## src/rtl/chess_board_arbiter.sv

```systemverilog
// Board RAM port arbiter: VGA reads own the port during active video, queued CPU writes drain in blanking.
// Optional macro ARB_COALESCE_EN merges a CPU write into a queued entry with the same square address.
module chess_board_arbiter #(
    parameter int FIFO_DEPTH = 4,
    parameter int ADDR_W     = 12
) (
    input  logic              iVGA_CLK,
    input  logic              iRST_n,
    input  logic              iBLANK_n,
    input  logic [ADDR_W-1:0] vga_address,
    output logic [31:0]       vga_data,
    input  logic              cpu_wr_req,
    input  logic [ADDR_W-1:0] cpu_wr_addr,
    input  logic [31:0]       cpu_wr_data,
    output logic              cpu_wr_ack,
    output logic              cpu_full,
    output logic              err_sticky,
    output logic [ADDR_W-1:0] mem_address,
    output logic [31:0]       mem_wdata,
    output logic              mem_wren,
    input  logic [31:0]       mem_rdata
);
    localparam int PW = (FIFO_DEPTH > 1) ? $clog2(FIFO_DEPTH) : 1;
    localparam int CW = PW + 1;

    typedef enum logic [1:0] {S_READ, S_GUARD, S_WRITE} state_e;

    state_e            state_q, state_d;
    logic [PW-1:0]     rd_ptr_q, rd_ptr_d, wr_ptr_q, wr_ptr_d;
    logic [CW-1:0]     count_q, count_d;
    logic              full_q, full_d, ack_q, ack_d, err_q, err_d, wren_q, wren_d;
    logic [ADDR_W-1:0] addr_q, addr_d;
    logic [31:0]       wdata_q, wdata_d, hold_q, hold_d;

    logic [ADDR_W-1:0] fifo_addr [FIFO_DEPTH];
    logic [31:0]       fifo_data [FIFO_DEPTH];

    logic          pop, oob, accept, push_new, coal_wr, hit;
    logic [PW-1:0] hit_idx, wr_idx;

    assign pop = (state_q == S_WRITE) && !iBLANK_n && (count_q != '0);
    assign oob = cpu_wr_addr > ADDR_W'(63);

`ifdef ARB_COALESCE_EN
    // Only live entries may match; the head leaving this cycle is excluded so the write gets a fresh slot.
    always_comb begin
        logic [PW-1:0] off;
        hit     = 1'b0;
        hit_idx = '0;
        for (int i = 0; i < FIFO_DEPTH; i++) begin
            off = PW'(i) - rd_ptr_q;
            if (({1'b0, off} < count_q) && !(pop && off == '0) && fifo_addr[i] == cpu_wr_addr) begin
                hit     = 1'b1;
                hit_idx = PW'(i);
            end
        end
    end
`else
    assign hit     = 1'b0;
    assign hit_idx = '0;
`endif

    assign accept   = cpu_wr_req && (!full_q || hit);
    assign push_new = accept && !oob && !hit;
    assign coal_wr  = accept && hit;
    assign wr_idx   = hit ? hit_idx : wr_ptr_q;

    always_comb begin
        wr_ptr_d = wr_ptr_q + PW'(push_new);
        rd_ptr_d = rd_ptr_q + PW'(pop);
        count_d  = count_q + CW'(push_new) - CW'(pop);
        full_d   = (count_d == CW'(FIFO_DEPTH));
        ack_d    = accept;
        err_d    = err_q | (accept & oob);
        hold_d   = (state_q == S_READ) ? mem_rdata : hold_q;
    end

    always_comb begin
        state_d = state_q;
        addr_d  = addr_q;
        wdata_d = wdata_q;
        wren_d  = 1'b0;
        case (state_q)
            S_READ: begin
                addr_d = vga_address;
                if (!iBLANK_n && count_q != '0) state_d = S_GUARD;
            end
            S_GUARD: state_d = iBLANK_n ? S_READ : S_WRITE;
            S_WRITE: begin
                if (pop) begin
                    addr_d  = fifo_addr[rd_ptr_q];
                    wdata_d = fifo_data[rd_ptr_q];
                    wren_d  = 1'b1;
                    if (count_d == '0) state_d = S_READ;
                end else begin
                    state_d = S_READ;
                end
            end
            default: state_d = S_READ;
        endcase
    end

    always_ff @(posedge iVGA_CLK or negedge iRST_n) begin
        if (!iRST_n) begin
            state_q  <= S_READ;
            rd_ptr_q <= '0;
            wr_ptr_q <= '0;
            count_q  <= '0;
            full_q   <= 1'b0;
            ack_q    <= 1'b0;
            err_q    <= 1'b0;
            wren_q   <= 1'b0;
            addr_q   <= '0;
            wdata_q  <= '0;
            hold_q   <= '0;
        end else begin
            state_q  <= state_d;
            rd_ptr_q <= rd_ptr_d;
            wr_ptr_q <= wr_ptr_d;
            count_q  <= count_d;
            full_q   <= full_d;
            ack_q    <= ack_d;
            err_q    <= err_d;
            wren_q   <= wren_d;
            addr_q   <= addr_d;
            wdata_q  <= wdata_d;
            hold_q   <= hold_d;
        end
    end

    // Queue storage needs no reset: only slots covered by count are ever read.
    always_ff @(posedge iVGA_CLK) begin
        if (push_new) fifo_addr[wr_idx] <= cpu_wr_addr;
        if (push_new || coal_wr) fifo_data[wr_idx] <= cpu_wr_data;
    end

    assign vga_data    = (state_q == S_READ) ? mem_rdata : hold_q;
    assign cpu_wr_ack  = ack_q;
    assign cpu_full    = full_q;
    assign err_sticky  = err_q;
    assign mem_address = addr_q;
    assign mem_wdata   = wdata_q;
    assign mem_wren    = wren_q;
endmodule

```

## config.mk

```make
export PLATFORM = sky130hd
export DESIGN_NAME = chess_board_arbiter
export DESIGN_NICKNAME = d
export VERILOG_FILES = /design/src/rtl/chess_board_arbiter.sv
export SDC_FILE = /design/constraint.sdc
export NUM_CORES = 1
export LEC_CHECK = 0
export CELL_PAD_IN_SITES_DETAIL_PLACEMENT = 0
export CELL_PAD_IN_SITES_GLOBAL_PLACEMENT = 2
export CORE_MARGIN = 2
export CORE_UTILIZATION = 39
export CTS_CLUSTER_DIAMETER = 40
export CTS_CLUSTER_SIZE = 16
export DETAILED_ROUTE_END_ITERATION = 16
export GPL_ROUTABILITY_DRIVEN = 0
export MAX_ROUTING_LAYER = met4
export PLACE_DENSITY_LB_ADDON = 0.2
export SLEW_MARGIN = 20
export SYNTH_ARGS = -nofsm -noshare
export SYNTH_HDL_FRONTEND = slang
export SYNTH_SLANG_ARGS = --single-unit
```

## constraint.sdc

```tcl
create_clock -name iVGA_CLK -period 5.8 [get_ports iVGA_CLK]
set_input_delay 0.58 -clock iVGA_CLK [delete_from_list [all_inputs] [get_ports iVGA_CLK]]
set_output_delay 0.58 -clock iVGA_CLK [all_outputs]
set_load 0.01 [all_outputs]
```

==> impl_metrics.csv, run 1 <==
group,metric,value,unit
clocking,root_buffer,"clkbuf_16",
grt,grt_max_degree,58,
layout,final_common_cell,"edfxtp_1",
grt,gr-usage-all-layers,0.1630,
route,detail_route.wl_per_cell,19.10,um
grt,overflow,0,
timing,finalCritPeriodShare,0.6178,
grt,grt_pass1_wl,32.46,mm
worst_setup_path,cp_common_cell,"nand2_1",
worst_setup_path,worstPathArrival,3.00,ns
floorplanning,die_w,164.1,um
route,remaining_drc_errors,0,
floorplanning,rows,58,
route,drt_wl_total,20.95,mm
clocking,cts.repair.resized,0,
timing,hold_ws,0.01170,ns
layout,diodes,0,
yosys,synth_top_family_by_area,"multiplexers",
placed_design,io_buffers,171,
pwr,peakVddDrop,0.2760,mV
yosys,ys_warn_count,0,
layout,syn_to_final_growth,32.85,%
floorplanning,ios,172,
clocking,cts_buffer_depth,3,
yosys,synthAdderAreaFrac,0.007011,
worst_setup_path,worstRegToRegCells,11,
layout,finalNetCount,838,
placed_design,placed_cells,1032,
timing,min_period,3.583,ns
worst_setup_path,critical_path_class,"flop to primary output",
grt,antenna_found_initial,0,
yosys,yosys.cell_types.count,33,
pwr,p_clk_frac,0.321,
worst_setup_path,reg2reg_slack,2.41,ns
yosys,syn_inst,551,
yosys,muxShareOfSynthArea,0.1352,
pwr,combPwrFrac,0.288,
pwr,p_seq_frac,0.391,
yosys,synthSimpleGateAreaFrac,0.06010,
layout,drive_above_1_share,0.2086,
timing,rsz0062_at_grt,"false",
worst_setup_path,slowest_delay,0.90,ns
layout,nFillCells,2088,
yosys,synth_fp_nets,648,
clocking,numCtsBuffers,37,
clocking,post-cts-setup-buffers,0,
worst_setup_path,worst_path_max_delay_cell,"dfrtp_1",
clocking,cts_tree,"done",
route,postRouteAntennaNets,0,
floorplanning,die-area,26920,um2
yosys,synth_compound_area_frac,0.01966,
clocking,htreeDepth,2,
worst_setup_path,crit_path_end_kind,"primary output",
hold_path,hold_class,"input port to async pin",
yosys,synth_seq_cells,265,
clocking,hold_buffers,0,
pwr,p_sw,1.977,mW
pwr,intPower,4.684,mW
yosys,synth.avg_cell_area,18.14,um2
layout,fin_cells,1097,
placed_design,hpwl,13.06,mm
clocking,clock_sinks,265,
job,cap_violations,0,
pwr,power_per_cell_area,501.7,nW/um2
yosys,yosysSeqAreaShare,0.7517,
layout,layout_common_cells,"176 x edfxtp_1, 170 x clkdlybuf4s50_1, 97 x nand2_1, 87 x dfrtp_1, 44 x mux4_2",
timing,fmax,279.1,MHz
floorplanning,core,25180,um2
yosys,synthXorXnorAreaFrac,0.004007,
floorplanning,die_y,164.1,um
clocking,worst_skew_pair.late_latency,0.50,ns
worst_setup_path,critPathRequiredTime,5.22,ns
yosys,syn_area,9993,um2
floorplanning,initial_core_util,0.3968,
timing,hold_viol,0,
route,viasPerCell,4.884,
worst_setup_path,crit_chain,"or2_2, nand2_1, nand2_1, clkdlybuf4s50_1",
pwr,p_leak,4.917,nW
timing,setup_tns,0,ns
grt,grt_pass1_vias,5756,
route,drtPass1Iterations,4,
route,first_iter_violations,242,
route,via_count,5358,
timing,setup_viol,0,
timing,timing.slew.headroom,0.3170,
timing,worst_pin_slew,1.019,ns
pwr,switching_share,0.2968,
timing,report.final.slew_viol_count,0,
worst_setup_path,cp-start-kind,"flop",
run_status,run_status,"finished clean",
worst_setup_path,path_max_fanout,45,
timing,skew,0.01732,ns
clocking,path_clk_slew,0.06,ns
-- cell type report --
| cell class | instances | area [um2] | share of cell area |
|---|---|---|---|
| tap | 330 | 412.9 | 0.03110 |
| inverter | 18 | 67.56 | 0.005089 |
| clock buffer | 40 | 957.2 | 0.07209 |
| sequential | 265 | 7517 | 0.5662 |
| timing repair buffer | 180 | 1789 | 0.1348 |
| clock inverter | 25 | 244.0 | 0.01838 |
| multi-input combinational | 239 | 2288 | 0.1724 |
-- registers in the layout, indices dropped and copies added, names as in the netlist, 2 cells and up --
| signal | cells |
|---|---|
| mem_address | 12 |
| wr_idx | 2 |
| fifo_addr | 48 |
| fifo_data | 128 |
| rd_ptr_q | 2 |
| mem_wdata | 32 |
| state_q | 2 |
| hold_q | 32 |
| count_q | 3 |
-- worst paths after layout --
| kind | from | end |
|---|---|---|
| min | iRST_n | hold_q[22]$_DFF_PN0_ |
| max | state_q[1]$_DFFE_PN0P_ | vga_data[14] |
| max in group asynchronous | iRST_n | rd_ptr_q[0]$_DFF_PN0_ |
| min reg2reg | err_sticky$_DFF_PN0_ | err_sticky$_DFF_PN0_ |
| min in group iVGA_CLK | err_sticky$_DFF_PN0_ | err_sticky$_DFF_PN0_ |
| max reg2reg | state_q[0]$_DFFE_PN0P_ | state_q[1]$_DFFE_PN0P_ |
-- metrics by stage --
| step | utilization | setup slack [ns] | power, mW | instance area [um2] |
|---|---|---|---|---|
| after global routing | 0.5272 | 1.939 | 7.026 | 13280 |
| after global placement | 0.4791 | 1.891 | 4.557 | 12060 |
| after detailed placement | 0.4791 | 1.767 | 4.604 | 12060 |
| final | 0.5272 | 2.217 | 6.661 | 13280 |
| after floorplan | - | 0.8832 | 3.655 | 9993 |
| after CTS | 0.5268 | 2.100 | 6.765 | 13270 |
-- cell usage after synthesis (all sizes together) --
library cell	instances	share of area
or2	3	0.0019
nand2	97	0.036
dfrtp	89	0.22
a311oi	12	0.011
nand3b	1	0.00075
nor2b	1	0.00063
fa	1	0.0020
nor2	4	0.0015
nor3b	4	0.0041
mux2	32	0.036
ha	4	0.0050
nor3	4	0.0025
buf	14	0.0099
a21o	1	0.00075
and3	1	0.00063
xor2	2	0.0018
inv	18	0.0068
o22ai	12	0.0075
a31o	1	0.00088
edfxtp	176	0.53
mux4	44	0.099
nor4	1	0.00063
nor4b	12	0.011
xnor3	1	0.0023
clkbuf	15	0.0056
nand3	1	0.00050
-- layer usage --
| metal | vias up | global-route usage | wire (um) |
|---|---|---|---|
| met2 | 173 | 0.2615 | 10100 |
| met1 | 2658 | 0.2094 | 9081 |
| met3 | 29 | 0.03864 | 1406 |
| met5 | - | - | 0 |
| met4 | 0 | 0.04506 | 357 |
| li1 | 2498 | - | - |
-- power groups by stage --
stage	clock network, mW	logic (mW)	registers, mW
3_3_place_gp	0	1.92	2.64
6_report	2.14	1.92	2.61
5_1_grt	2.27	2.09	2.66
2_1_floorplan	0	1.11	2.55
3_5_place_dp	0	1.95	2.65
4_1_cts	2.19	1.96	2.62
-- logic make-up after synthesis --
family,Yosys count
and+or+nand+nor,129
DFF,265
buffers and inverters,47
AOI/OAI and AO/OA,26
muxes,76
xor gates and xnor gates,3
adders and majority gates,5
-- critical path, delay by kind of cell, from the launching register on --
kind,cells,cell delay [ns]
flops,1,0.90
simple gates,3,1.04
buf+inv,1,0.55
(Power assumes the default switching activity.)
==> run 2: changes to the inputs <==
--- a/config.mk
+++ b/config.mk
@@ -8,7 +8,7 @@
 export CELL_PAD_IN_SITES_DETAIL_PLACEMENT = 0
 export CELL_PAD_IN_SITES_GLOBAL_PLACEMENT = 2
 export CORE_MARGIN = 2
-export CORE_UTILIZATION = 39
+export CORE_UTILIZATION = 35
 export CTS_CLUSTER_DIAMETER = 40
 export CTS_CLUSTER_SIZE = 16
 export DETAILED_ROUTE_END_ITERATION = 16
==> constraint.sdc (replaced) <==
create_clock -name iVGA_CLK -period 3 [get_ports iVGA_CLK]
set_input_delay 0.3 -clock iVGA_CLK [delete_from_list [all_inputs] [get_ports iVGA_CLK]]
set_output_delay 0.3 -clock iVGA_CLK [all_outputs]
set_load 0.01 [all_outputs]
==> impl_metrics.csv, run 2 (synthesis gave the netlist of run 1 again) <==
group,metric,value,unit
grt,gr-usage-all-layers,0.1516,
floorplanning,initial_core_util,0.3577,
worst_setup_path,path_max_fanout,38,
timing,worst_pin_slew,0.7316,ns
pwr,power_per_cell_area,978.4,nW/um2
layout,largest_reg_flops,128,
timing,timing.slew.headroom,0.5123,
clocking,root_buffer,"clkbuf_16",
worst_setup_path,reg2reg_slack,0.50,ns
worst_setup_path,crit_path_end_kind,"primary output",
timing,report.final.slew_viol_count,0,
placed_design,placed_cells,1093,
worst_setup_path,setup.worst_path.start,"state_q[1]$_DFFE_PN0P_",
worst_setup_path,crit_chain,"buf_4, or2_4, nand2_1, nand2_1, clkdlybuf4s50_1",
route,drtPass1Iterations,4,
placed_design,placed_area,12270,um2
clocking,cts_tree,"done",
grt,overflow,0,
hold_path,hold_class,"input port to flop",
route,first_iter_violations,240,
layout,layout_common_cells,"176 x edfxtp_1, 170 x clkdlybuf4s50_1, 97 x nand2_1, 87 x dfrtp_1, 44 x mux4_2",
layout,seqCellArea,7517,um2
layout,final_common_cell,"edfxtp_1",
worst_setup_path,worst_path_max_delay_cell,"clkdlybuf4s50_1",
floorplanning,die-area,29920,um2
layout,largest_register,"fifo_data",
worst_setup_path,timing.rr.end,"state_q[1]$_DFFE_PN0P_",
worst_setup_path,critical_path_class,"flop to primary output",
floorplanning,core,27930,um2
route,drt_wl_total,21.57,mm
layout,largestRegisters,"fifo_data (128), fifo_addr (48)",
timing,fmax,373.9,MHz
route,viasPerCell,4.662,
clocking,htreeDepth,2,
route,via_count,5436,
layout,nFillCells,2405,
worst_setup_path,critPathRequiredTime,2.70,ns
job,cap_violations,0,
grt,grt_pass1_wl,34.47,mm
timing,setup_viol,0,
placed_design,hpwl,13.75,mm
floorplanning,rows,61,
worst_setup_path,worstRegToRegCells,10,
route,remaining_drc_errors,0,
layout,fin_cells,1166,
timing,rsz0062_at_grt,"false",
worst_setup_path,cp-endpoint,"vga_data[28]",
timing,skew,0.01532,ns
layout,finalNetCount,854,
floorplanning,die_w,173.0,um
pwr,peakVddDrop,0.6085,mV
worst_setup_path,slowest_delay,0.55,ns
placed_design,io_buffers,171,
clocking,cts_buffer_depth,3,
worst_setup_path,reg2reg_from,"state_q[0]$_DFFE_PN0P_",
clocking,numCtsBuffers,39,
route,postRouteAntennaNets,0,
timing,finalCritPeriodShare,0.8915,
clocking,clock_sinks,265,
grt,grt_max_degree,50,
timing,hold_viol,0,
floorplanning,ios,172,
grt,grt_pass1_vias,6002,
floorplanning,die_y,173.0,um
timing,hold_ws,0.3496,ns
layout,multiInputGateArea,2298,um2
clocking,worst_skew_pair.late_latency,0.51,ns
pwr,p_leak,5.018,nW
timing,min_period,2.674,ns
hold_path,min_path_cells,3,
layout,drive_above_1_share,0.2224,
layout,syn_to_final_growth,35.97,%
run_status,run_status,"finished clean",
worst_setup_path,cp-start-kind,"flop",
worst_setup_path,worstPathArrival,2.37,ns
grt,antenna_found_initial,1,
layout,stdcell_area,13590,um2
worst_setup_path,cp_common_cell,"nand2_1",
clocking,path_clk_slew,0.05,ns
route,detail_route.wl_per_cell,18.49,um
[run 2: cell types whose count changed in the layout (fill, tap and decap cells not counted), moves of 3 or more]
cell | previous run | this run
clkinvlp_4 | 0 | 7
buf_4 | 9 | 20
clkbuf_1 | 1 | 4
clkbuf_16 | 37 | 41
clkinv_8 | 3 | 0
clkinv_4 | 6 | 3
[run 2: how the worst min path moves through the flow]
stage                  start                    to  slack, ns
3_3_place_gp          iRST_n   hold_q[9]$_DFF_PN0_       0.40
5_1_grt        mem_rdata[30]  hold_q[30]$_DFF_PN0_       0.35
4_1_cts        mem_rdata[22]  hold_q[22]$_DFF_PN0_       0.33
2_1_floorplan         iRST_n  count_q[0]$_DFF_PN0_      0.004
6_report       mem_rdata[30]  hold_q[30]$_DFF_PN0_       0.35
3_5_place_dp          iRST_n   hold_q[9]$_DFF_PN0_       0.40
[run 2: critical path: cells and delay by family, from the launching register on]
family        cells  cell delay, ns
buf+inv           2            0.82
flops             1            0.36
simple gates      3            0.68
[run 2: where the power goes]
group | internal (mW) | switching (mW) | leakage [nW]
sequential | 4.49 | 0.446 | 2.66
clock | 2.80 | 1.65 | 0.620
combinational | 2.18 | 1.73 | 1.74
total | 9.47 | 3.83 | 5.02
[run 2: cell type report]
cell class,count,share of cell area
Tap cell,378,0.03481
Clock buffer,45,0.07661
Antenna cell,1,0.0001842
Timing Repair Buffer,194,0.1414
Multi-Input combinational cell,239,0.1692
Inverter,18,0.004972
Sequential cell,265,0.5532
Clock inverter,26,0.01961
[run 2: per-stage QoR]
stage	utilization	TNS, ns	total power [mW]	setup slack (ns)
6_report	0.4864	0	13.29	0.3256
2_1_floorplan	-	-12.17	7.069	-0.1291
3_3_place_gp	0.4391	0	8.932	0.1346
3_5_place_dp	0.4391	0	9.010	0.09136
4_1_cts	0.4862	0	13.54	0.02381
5_1_grt	0.4864	0	14.04	0.1499
[run 2: metal layers]
layer	GRT usage	vias to the layer above	part of all wire	wire length, um
met5	-	-	0	0
met4	0.04520	0	0.021	454
met3	0.03606	40	0.054	1167
met2	0.2493	171	0.49	10560
met1	0.1869	2699	0.44	9383
li1	-	2526	-	-
[run 2: timing repair]
item | CTS | global route
hold endpoints to repair | 48 | 0
resized for setup | 0 | 1
buffers inserted | 0 | 0
hold buffers | 1 | 0
endpoints found under the setup margin | 0 | 32
